===== config.mk =====
export PLATFORM = sky130hd
export DESIGN_NAME = uart_msg_tx
export DESIGN_NICKNAME = d
export VERILOG_FILES = /design/src/rtl/uart_msg_tx.sv
export SDC_FILE = /design/constraint.sdc
export NUM_CORES = 1
export LEC_CHECK = 0
export ABC_AREA = 1
export BUFFER_PORTS_ARGS = -buffer_cell sky130_fd_sc_hd__buf_2
export CAP_MARGIN = 10
export CORE_MARGIN = 3
export CORE_UTILIZATION = 42
export CTS_CLUSTER_DIAMETER = 120
export DETAILED_ROUTE_END_ITERATION = 7
export SLEW_MARGIN = 20
export SYNTH_ARGS = -nofsm -noshare
export SYNTH_HDL_FRONTEND = slang
export SYNTH_SLANG_ARGS = --single-unit

===== constraint.sdc =====
create_clock -name clk -period 4.9 [get_ports clk]
set_clock_uncertainty 0.2 [all_clocks]
set_input_delay 0.98 -clock clk [delete_from_list [all_inputs] [get_ports clk]]
set_output_delay 0.98 -clock clk [all_outputs]
set_load 0.01 [all_outputs]

===== src/rtl/uart_msg_tx.sv =====
// rtl/uart_msg_tx.sv - message FIFO feeding an 8N1 UART serializer, whole messages sent byte 0 first
module uart_msg_tx #(
  parameter int MSG_BYTES    = 9,
  parameter int CLKS_PER_BIT = 1736,
  parameter int FIFO_DEPTH   = 2
) (
  input  logic                   clk,
  input  logic                   n_reset,
  input  logic [MSG_BYTES*8-1:0] uart_out_msg,
  input  logic                   uart_out_req,
  output logic                   uart_out_ready,
  output logic                   tx,
  output logic                   busy,
  output logic                   overflow
);

  localparam int MW = MSG_BYTES * 8;
  localparam int BW = $clog2(CLKS_PER_BIT);
  localparam int PW = (FIFO_DEPTH > 1) ? $clog2(FIFO_DEPTH) : 1;
  localparam int CW = $clog2(FIFO_DEPTH + 1);
  localparam int IW = (MSG_BYTES > 1) ? $clog2(MSG_BYTES) : 1;

  localparam logic [BW-1:0] BAUD_LAST = BW'(CLKS_PER_BIT - 1);
  localparam logic [PW-1:0] PTR_LAST  = PW'(FIFO_DEPTH - 1);
  localparam logic [CW-1:0] DEPTH_C   = CW'(FIFO_DEPTH);
  localparam logic [IW-1:0] IDX_LAST  = IW'(MSG_BYTES - 1);

  typedef enum logic [1:0] {S_IDLE, S_START, S_DATA, S_STOP} state_t;

  logic [MW-1:0] mem_q [FIFO_DEPTH];
  logic [PW-1:0] wr_ptr_q, wr_ptr_d;
  logic [PW-1:0] rd_ptr_q, rd_ptr_d;
  logic [CW-1:0] count_q, count_d;
  logic          overflow_q, overflow_d;
  logic          push, pop;

  state_t        state_q, state_d;
  logic [BW-1:0] baud_q, baud_d;
  logic [2:0]    bit_q, bit_d;
  logic [IW-1:0] idx_q, idx_d;
  logic [MW-1:0] shift_q, shift_d;
  logic          tx_q, tx_d;
  logic          busy_q, busy_d;
  logic          tick, has_msg, line;

  // Ready depends only on the registered count; a strobe while full is dropped.
  assign uart_out_ready = (count_q < DEPTH_C);
  assign push           = uart_out_req & uart_out_ready;
  assign has_msg        = (count_q != '0);
  assign tick           = (baud_q == BAUD_LAST);

  assign tx       = tx_q;
  assign busy     = busy_q;
  assign overflow = overflow_q;

  always_ff @(posedge clk) begin
    if (push) mem_q[wr_ptr_q] <= uart_out_msg;
  end

  always_comb begin
    wr_ptr_d   = wr_ptr_q;
    rd_ptr_d   = rd_ptr_q;
    count_d    = count_q;
    overflow_d = uart_out_req & ~uart_out_ready;
    if (push) wr_ptr_d = (wr_ptr_q == PTR_LAST) ? '0 : wr_ptr_q + 1'b1;
    if (pop)  rd_ptr_d = (rd_ptr_q == PTR_LAST) ? '0 : rd_ptr_q + 1'b1;
    case ({push, pop})
      2'b10:   count_d = count_q + 1'b1;
      2'b01:   count_d = count_q - 1'b1;
      default: count_d = count_q;
    endcase
  end

  // Serializer; a queued message is popped straight from the last STOP so frames abut.
  always_comb begin
    state_d = state_q;
    baud_d  = baud_q;
    bit_d   = bit_q;
    idx_d   = idx_q;
    shift_d = shift_q;
    pop     = 1'b0;
    line    = 1'b1;
    if (state_q != S_IDLE) baud_d = tick ? '0 : baud_q + 1'b1;
    case (state_q)
      S_IDLE: begin
        baud_d = '0;
        if (has_msg) begin
          pop     = 1'b1;
          shift_d = mem_q[rd_ptr_q];
          idx_d   = '0;
          bit_d   = '0;
          state_d = S_START;
        end
      end
      S_START: begin
        line = 1'b0;
        if (tick) begin
          bit_d   = '0;
          state_d = S_DATA;
        end
      end
      S_DATA: begin
        line = shift_q[0];
        if (tick) begin
          shift_d = shift_q >> 1;
          bit_d   = bit_q + 1'b1;
          if (bit_q == 3'd7) state_d = S_STOP;
        end
      end
      S_STOP: begin
        if (tick) begin
          if (idx_q != IDX_LAST) begin
            idx_d   = idx_q + 1'b1;
            state_d = S_START;
          end else if (has_msg) begin
            pop     = 1'b1;
            shift_d = mem_q[rd_ptr_q];
            idx_d   = '0;
            state_d = S_START;
          end else begin
            state_d = S_IDLE;
          end
        end
      end
      default: state_d = S_IDLE;
    endcase
    tx_d   = line;
    busy_d = (state_q != S_IDLE) || has_msg;
  end

  always_ff @(posedge clk or negedge n_reset) begin
    if (!n_reset) begin
      wr_ptr_q   <= '0;
      rd_ptr_q   <= '0;
      count_q    <= '0;
      overflow_q <= 1'b0;
      state_q    <= S_IDLE;
      baud_q     <= '0;
      bit_q      <= '0;
      idx_q      <= '0;
      shift_q    <= '0;
      tx_q       <= 1'b1;
      busy_q     <= 1'b0;
    end else begin
      wr_ptr_q   <= wr_ptr_d;
      rd_ptr_q   <= rd_ptr_d;
      count_q    <= count_d;
      overflow_q <= overflow_d;
      state_q    <= state_d;
      baud_q     <= baud_d;
      bit_q      <= bit_d;
      idx_q      <= idx_d;
      shift_q    <= shift_d;
      tx_q       <= tx_d;
      busy_q     <= busy_d;
    end
  end

endmodule


# Word level (Yosys, flattened, before mapping)
# Memory sizes are Yosys's and may differ from the RTL's.
# Cells that the tools add are included.
dict set report word_totals {
  register_bits 99
  mem_bits_rw 144
  inputBits 75
  out_inout_bits 4
  word_cells 84
  n_memories 1
}
dict set report classes {
  add_sub_neg 7
  order_cmp 1
  eq_ne 14
  n_mux 34
  bitwise 3
  reduce_logical 13
}
# name depth width read_ports rd_ports_with_merged_regs write_ports line_no
set mem_list {}
lappend mem_list {mem_q 2 72 1 0 1 30} ;# logic [MW-1:0] mem_q [FIFO_DEPTH];
# cell n
set op_table {}
lappend op_table {{$mux W72} 4}
lappend op_table {{$pmux W72 S3} 1}
lappend op_table {{$mux W11} 3}
lappend op_table {{$mux W4} 3}
lappend op_table {{$ne A2 B2 Y1 const B} 6}
lappend op_table {{$add A11 B1 Y11 const B} 1}
lappend op_table {{$eq A11 B11 Y1 const B} 1}
lappend op_table {{$mux W2} 5}
lappend op_table {{$reduce_bool A2 Y1} 5}
lappend op_table {{$mux W1} 9}
lappend op_table {{$mux W3} 3}
lappend op_table {{$pmux W3 S3} 1}
lappend op_table {{$pmux W2 S4} 1}
lappend op_table {{$pmux W4 S2} 1}
lappend op_table {{$reduce_and A4 Y1} 2}
lappend op_table {{$eq A2 B2 Y1 const B} 3}
lappend op_table {{$reduce_bool A3 Y1} 2}
lappend op_table {{$reduce_and A5 Y1} 1}
lappend op_table {{$add A4 B1 Y4 const B} 1}
lappend op_table {{$eq A2 B1 Y1 const B} 2}
lappend op_table {{$ne A4 B4 Y1 const B} 1}
lappend op_table {{$pmux W1 S2} 2}
lappend op_table {{$pmux W2 S2} 1}
lappend op_table {{$add A3 B1 Y3 const B} 1}
lappend op_table {{other kinds (10)} 12}

# Longest topological paths before layout
# Gate-level depths: netlist of run 1.
dict set report depth {
  word_depth 7
  ltp_mapped 12
  ltp_nobuf 12
}

# Worst setup path after synthesis of run 1
# Ideal clock, no wire load.
dict set report synth_timing {
  kind {input-to-reg}
  from {input uart_out_req}
  to {memory mem_q[0][0] (netlist bit) (enable)}
  arrival_ps 4103
  required_ps 4197
  slack_ps 94
  path_stages 2
  n_path_buf 0
  cell_sequence {nand2_1 nor2_1}
}
dict set report synth_via {
  elab_chain_len 3
}
# element line_no
set synth_rtl {}
lappend synth_rtl {{from (decl)} 10} ;# input logic uart_out_req,
lappend synth_rtl {{$and A1 B1 Y1} 48} ;# assign push = uart_out_req & uart_out_ready;
lappend synth_rtl {{$mux W1} 57} ;# if (push) mem_q[wr_ptr_q] <= uart_out_msg;
lappend synth_rtl {{$mux W1 (not written as such)} 57}
lappend synth_rtl {{to (decl)} 30}
# Every way passes these cells.

# Worst setup path after layout of run 1
dict set report layout_timing {
  from {register state_q[0]}
  to {register shift_q[15]}
}
dict set report layout_via {
  elab_chain_len 3
  word_cells_on_any_way 9
  cone_classes {5 x eq/ne; 1 x mux; 3 x reduce/logical}
}
# element line_no
set layout_rtl {}
lappend layout_rtl {{from (decl)} 37} ;# state_t state_q, state_d;
lappend layout_rtl {{from (signal assigned)} 149} ;# state_q <= state_d;
lappend layout_rtl {{$eq A2 B2 Y1 / $logic_not A2 Y1 (equally long branches)} 84} ;# case (state_q)
lappend layout_rtl {{$ne A2 B2 Y1 (no line) / $reduce_bool A3 Y1 (equally long branches)} -}
lappend layout_rtl {{$reduce_and A4 Y1 (no line)} -}
lappend layout_rtl {{to (signal assigned)} 153} ;# shift_q <= shift_d;
lappend layout_rtl {{to (decl)} 41} ;# logic [MW-1:0] shift_q, shift_d;
# Parallel ways exist; a longest one is shown, timed or not.
# A chain may end at the register's enable or synchronous reset.

==> impl_metrics.ini, run 1 <==
[finish]
instances_no_fill = 1292
areaGrowthSynthToFinish_pct = 15.4
finish.instance_area_um2 = 11400
n_fill_cell = 2102
nNetsFinal = 1045
antenna_cells_inserted = 0
fin_util = 0.497
drive_gt1_frac = 0.152

[synthesis]
asyncSetResetFlopFracSynth = 0.407
seq_area_frac_synth = 0.691
synthesis.area_um2 = 9840
syn-mean-instance-area_um2 = 11.0
syn_inst = 893
mappedNetlistNets = 979
synthesized_flop_and_latch_total = 243
synth_enable_flop_cells = 144
post_synth_num_cell_types = 34
post-synth-top-area-cell = sky130_fd_sc_hd__edfxtp_1
post-synth-top-count-cell = sky130_fd_sc_hd__nand2_1
synth.yosys.warnings = 0
yosysTopAreaCellShare = 0.439
synth_ff_type = sky130_fd_sc_hd__edfxtp_1
synthTopCellsByArea = sky130_fd_sc_hd__edfxtp_1, sky130_fd_sc_hd__dfrtp_1, sky130_fd_sc_hd__nand2_1
synth_common_cells = sky130_fd_sc_hd__nand2_1, sky130_fd_sc_hd__edfxtp_1, sky130_fd_sc_hd__dfrtp_1

[clocking]
clk_latency_ns = 0.53
cts.root.buffer_cell = sky130_fd_sc_hd__clkbuf_16
clkSlewWorstSetupHoldPaths_ns = 0.06
post_cts_resized = 0
cts-root-to-sink-buffers = 3
cts.sinks = 243
cts_tree = yes
number_of_buffers_created_by_cts = 26
cts.repair_timing.setup_buffer_count = 0
ctsHoldBuffers = 0
cts.htree.levels = 1

[global_routing]
grt_start_max_net_pins = 94
use_met1 = 0.205
global_route_hottest_layer = met2
grtUsageTotal = 0.150
grtUsageMet3 = 0.0278
grt_first_pass_wirelength_um = 31600
met2_usage = 0.251
initial_antenna_violation_count = 2
total_gr_overflow = 0
vias_in_the_first_global_route = 6140

[critical_path]
critical_path_depth = 8
cp_slowest_cell = sky130_fd_sc_hd__buf_4
cp.arrival_ns = 3.22
critical_path.endpoint_type = register
cp_top_family = simple AND/OR/NAND/NOR gates
cp_cell_sequence = ha_1, inv_1, nor2_2, nor3_4, nand2_4, buf_4, nand2_1, o21ai_1
crit_required_ns = 5.15
slowest_delay_ns = 0.62
setup.worst_path.class = reg2reg
reg2reg_setup_slack_ns = 1.93
worst-path-max-fanout = 85
critical_path.startpoint_type = register
cell_depth_of_the_worst_flop_to_flop_path = 8
critPathBufInv = 2

[die]
initial_utilization = 0.431
design.die.area_um2 = 25300
overall_die_height_um = 159
die_w_um = 159
floorplan.rows = 55
i_o_pins = 79
coreArea_um2 = 22800

[place]
globalplace.congestion = 0.754
dp_hpwl_um = 10500
detailed_place.area_um2 = 10500
dpl_worst_slack_ns = 1.88
place.detailed.instances = 1244
port_buffers = 78

[sta]
rsz0062_at_grt = false
hold_viol_final = 0
fin_ws_ns = 1.93
worst-slew-pin-transition_ns = 0.902
fmaxAchievable_mhz = 336
total_negative_setup_slacks_ns = 0
fin_crit_sh = 0.607
clock_period_minus_worst_slack_ns = 2.97
finalMaxSlewViolations = 0
setup_viol = 0
slew_headroom = 0.397

[pwr]
p_leak_nw = 4.78
peakVddDrop_uv = 335
power_density_nw_per_um2 = 429

[detailed_routing]
drt-pass1-iter-count = 4
finalWirelength_um = 18400
avgViaCountPerCell = 4.76
post_drt_wl_per_cell_um = 14.2
num_vias = 6154
final_antenna_net_count = 0
drt_iter0_markers = 333
remaining_drc_errors = 0

[outcome]
status = complete, no violations

[worst_hold_path]
hold_depth = 1
worst_hold_path_type = reg2reg

[flow_run]
max_cap_violations = 0
[through the flow]
stage               hold slack, ns  power, mW
floorplan                    0.233       2.80
global placement             0.254       2.96
detailed placement           0.257       2.96
CTS                          0.265       4.94
global route                 0.306       5.09
finish                       0.259       4.87
[state kept, by name (all words and copies together) (netlist names)]
| signal | cells |
|---|---|
| mem_q | 144 |
| shift_q | 72 |
| baud_q | 11 |
| idx_q | 4 |
| bit_q | 3 |
| count_q | 2 |
| state_q | 2 |
| busy | 1 |
| overflow | 1 |
| rd_ptr_q | 1 |
| tx | 1 |
| wr_ptr_q | 1 |
[cells in the final DEF, fill, tap and decap left out, types with 2 or more instances in the layout]
master                        n
sky130_fd_sc_hd__a21oi_1      7
sky130_fd_sc_hd__buf_12       2
sky130_fd_sc_hd__buf_2       77
sky130_fd_sc_hd__buf_4        5
sky130_fd_sc_hd__bufinv_16    3
sky130_fd_sc_hd__clkbuf_1     5
sky130_fd_sc_hd__clkbuf_16   26
sky130_fd_sc_hd__clkbuf_8     4
sky130_fd_sc_hd__clkinv_2     6
sky130_fd_sc_hd__dfrtp_1     97
sky130_fd_sc_hd__edfxtp_1   144
sky130_fd_sc_hd__ha_1        11
sky130_fd_sc_hd__inv_1       21
sky130_fd_sc_hd__inv_2        5
sky130_fd_sc_hd__nand2_1    266
sky130_fd_sc_hd__nand3_1     81
sky130_fd_sc_hd__nand4_1      4
sky130_fd_sc_hd__nor2_1      25
sky130_fd_sc_hd__nor2_2       2
sky130_fd_sc_hd__nor2_4       4
sky130_fd_sc_hd__nor3_1       2
sky130_fd_sc_hd__nor3b_1      2
sky130_fd_sc_hd__o21ai_0     69
sky130_fd_sc_hd__o21ai_1     83
sky130_fd_sc_hd__o21ai_2      3
sky130_fd_sc_hd__o31ai_1      2
sky130_fd_sc_hd__xnor2_1      2
sky130_fd_sc_hd__xor2_1       4
[kinds of logic (layout without fill, tap and decap cells)]
group                    after synthesis  count (layout)  synth area share
flip-flops                           243             243             0.691
XOR/XNOR                               6               6           0.00534
buffers and inverters                 74             160            0.0352
adder cells (fa/ha/maj)               11              11            0.0140
AND/OR/NAND/NOR                      392             392             0.167
AO/OA/AOI/OAI                        167             167            0.0872
[report_power, final]
group          total, mW  leakage, nW  internal, mW  switching [mW]
Combinational      0.408         1.84         0.129           0.279
Clock               1.97        0.434          1.20           0.768
Sequential          2.50         2.50          2.44          0.0557
Total               4.87         4.78          3.77            1.10
[cell type report]
cell class                 count  area, um^2  area share
sequential                   243        6800       0.599
multi-input combinational    576        2710       0.238
clock buffer                  35         724      0.0637
timing repair buffer          85         474      0.0417
tap                          313         392      0.0345
clock inverter                13         156      0.0138
inverter                      27         104     0.00914
[worst register-to-register path, cell delays in order, from the launching register on]
cell and delay [ns]:
sky130_fd_sc_hd__dfrtp_1 0.42, sky130_fd_sc_hd__ha_1 0.35, sky130_fd_sc_hd__inv_1 0.20, sky130_fd_sc_hd__nor2_2 0.18, sky130_fd_sc_hd__nor3_4 0.06, sky130_fd_sc_hd__nand2_4 0.61, sky130_fd_sc_hd__buf_4 0.65, sky130_fd_sc_hd__nand2_1 0.12
sky130_fd_sc_hd__o21ai_1 0.11
[path summary, 6_finish.rpt]
kind,startpoint,to
max,state_q[0],shift_q[15]
min,baud_q[0],baud_q[0]
max reg2reg,state_q[0],shift_q[15]
min reg2reg,baud_q[0],baud_q[0]
max in group asynchronous,n_reset,shift_q[68]
min in group asynchronous,n_reset,baud_q[3]
[metal layers]
metal | wire (um) | share of wire
met5 | 21 | 0.0011
met3 | 699 | 0.038
met4 | 320 | 0.017
met2 | 8900 | 0.48
met1 | 8470 | 0.46
No activity file was read; power rests on OpenSTA's default activity.
==> run 2: changes to the inputs <==
==> constraint.sdc (replaced) <==
create_clock -name clk -period 2.85 [get_ports clk]
set_clock_uncertainty 0.2 [all_clocks]
set_input_delay 0.57 -clock clk [delete_from_list [all_inputs] [get_ports clk]]
set_output_delay 0.57 -clock clk [all_outputs]
set_load 0.01 [all_outputs]
==> impl_metrics.ini, run 2 (synthesis gave the netlist of run 1 again) <==
[detailed_routing]
remaining_drc_errors = 0
num_vias = 6332
finalWirelength_um = 19100
avgViaCountPerCell = 4.87
final_antenna_net_count = 0
post_drt_wl_per_cell_um = 14.7
drt-pass1-iter-count = 5
drt_iter0_markers = 347

[clocking]
cts.repair_timing.setup_buffer_count = 0
cts-root-to-sink-buffers = 3
cts.sinks = 243
cts.htree.levels = 1
ctsHoldBuffers = 1
clkSlewWorstSetupHoldPaths_ns = 0.06
cts_tree = yes
cts.root.buffer_cell = sky130_fd_sc_hd__clkbuf_16
number_of_buffers_created_by_cts = 26
post_cts_resized = 0
clk_latency_ns = 0.53

[die]
die_w_um = 159
i_o_pins = 79
initial_utilization = 0.431
overall_die_height_um = 159
design.die.area_um2 = 25300
floorplan.rows = 55
coreArea_um2 = 22800

[finish]
antenna_cells_inserted = 0
layout.cells.most_common_list = sky130_fd_sc_hd__nand2_1, sky130_fd_sc_hd__edfxtp_1, sky130_fd_sc_hd__dfrtp_1
regMostFlops = mem_q
reg.largest.list = mem_q: 144 flops, shift_q: 72 flops, baud_q: 11 flops
areaGrowthSynthToFinish_pct = 17.0
layout_commonest_cell = sky130_fd_sc_hd__nand2_1
nNetsFinal = 1054
largest_register_ffs = 144
drive_gt1_frac = 0.157

[place]
port_buffers = 78
dp_hpwl_um = 11200
globalplace.congestion = 0.815

[sta]
fmaxAchievable_mhz = 422
setup_viol = 0
finalMaxSlewViolations = 0
hold_viol_final = 0
hold_slack_ns = 0.0300
total_negative_setup_slacks_ns = 0
worst-slew-pin-transition_ns = 0.897
clock_period_minus_worst_slack_ns = 2.37
slew_headroom = 0.402
fin_crit_sh = 0.831
rsz0062_at_grt = false

[global_routing]
grt_first_pass_wirelength_um = 32100
vias_in_the_first_global_route = 6180
grtUsageTotal = 0.152
total_gr_overflow = 0
initial_antenna_violation_count = 2
grt_start_max_net_pins = 83

[pwr]
peakVddDrop_uv = 492
power_density_nw_per_um2 = 731
p_leak_nw = 4.85

[critical_path]
crit_required_ns = 3.05
critical_path.startpoint_type = register
reg2reg_setup_slack_ns = 0.48
cp.arrival_ns = 2.57
cell_depth_of_the_worst_flop_to_flop_path = 9
regToRegEndpoint = count_q[1]
r2r-start = state_q[1]
setup.worst_path.class = reg2reg
critical_path.endpoint_type = register
worst-path-max-fanout = 8

[worst_hold_path]
min-delay-start = uart_out_msg[62]
hold_depth = 1
holdPathEnd = mem_q[1][62]
worst_hold_path_type = in2reg

[outcome]
status = complete, no violations

[flow_run]
max_cap_violations = 0
run 2: cell count changes in the layout (fill, tap and decap cells not counted):
cell and delta:
sky130_fd_sc_hd__buf_6 -1, sky130_fd_sc_hd__clkinv_4 -1, sky130_fd_sc_hd__buf_4 +1, sky130_fd_sc_hd__dlygate4sd3_1 +1, sky130_fd_sc_hd__clkbuf_1 +2, sky130_fd_sc_hd__clkinvlp_4 -1
sky130_fd_sc_hd__buf_12 +8
run 2: worst max-delay path by stage:
stage,cells after the start,to,start
detailed placement,10,count_q[1],state_q[0]
global placement,10,count_q[1],state_q[0]
floorplan,3,mem_q[0][0],count_q[1]
CTS,9,count_q[1],state_q[1]
finish,9,count_q[1],state_q[1]
global route,10,count_q[1],state_q[0]
run 2: routing by layer:
layer | vias up | GRT usage | wire length [um]
met1 | 2990 | 0.215 | 9180
li1 | 3216 | - | -
met4 | 4 | 0.0362 | 392
met5 | - | 0 | 21
met3 | 34 | 0.0278 | 685
met2 | 88 | 0.246 | 8790
run 2: worst max-delay path, stage by stage, from the launching register on:
cell and delay [ns]:
sky130_fd_sc_hd__dfrtp_1 0.43, sky130_fd_sc_hd__ha_1 0.35, sky130_fd_sc_hd__inv_1 0.19, sky130_fd_sc_hd__o21ai_0 0.25, sky130_fd_sc_hd__nand3_1 0.14, sky130_fd_sc_hd__inv_1 0.08, sky130_fd_sc_hd__ha_1 0.24, sky130_fd_sc_hd__a21oi_1 0.11
sky130_fd_sc_hd__o21ai_0 0.10, sky130_fd_sc_hd__xor2_1 0.15
run 2: final cells by class:
type                            instances  area, um^2
Clock buffer                           37         732
Clock inverter                         11         140
Sequential cell                       243        6800
Inverter                               27         104
Tap cell                              313         392
Fill cell                            2106       11300
Multi-Input combinational cell        576        2710
Timing Repair Buffer                   94         641
run 2: per-stage QoR:
stage	cell area [um^2]	power, mW	worst slack (ns)	instances	utilization
6_report	11500	8.43	0.480	1301	0.504
2_1_floorplan	9850	4.80	-0.362	893	-
5_1_grt	11500	8.83	0.326	1301	0.504
3_5_place_dp	10600	5.14	0.468	1252	0.466
3_3_place_gp	10600	5.13	0.525	1252	0.466
4_1_cts	11500	8.56	0.464	1301	0.504
run 2: power by group:
part	switching, mW	total [mW]	internal, mW
registers	0.102	4.30	4.20
clock network	1.32	3.37	2.06
logic	0.493	0.752	0.259
total	1.91	8.43	6.52
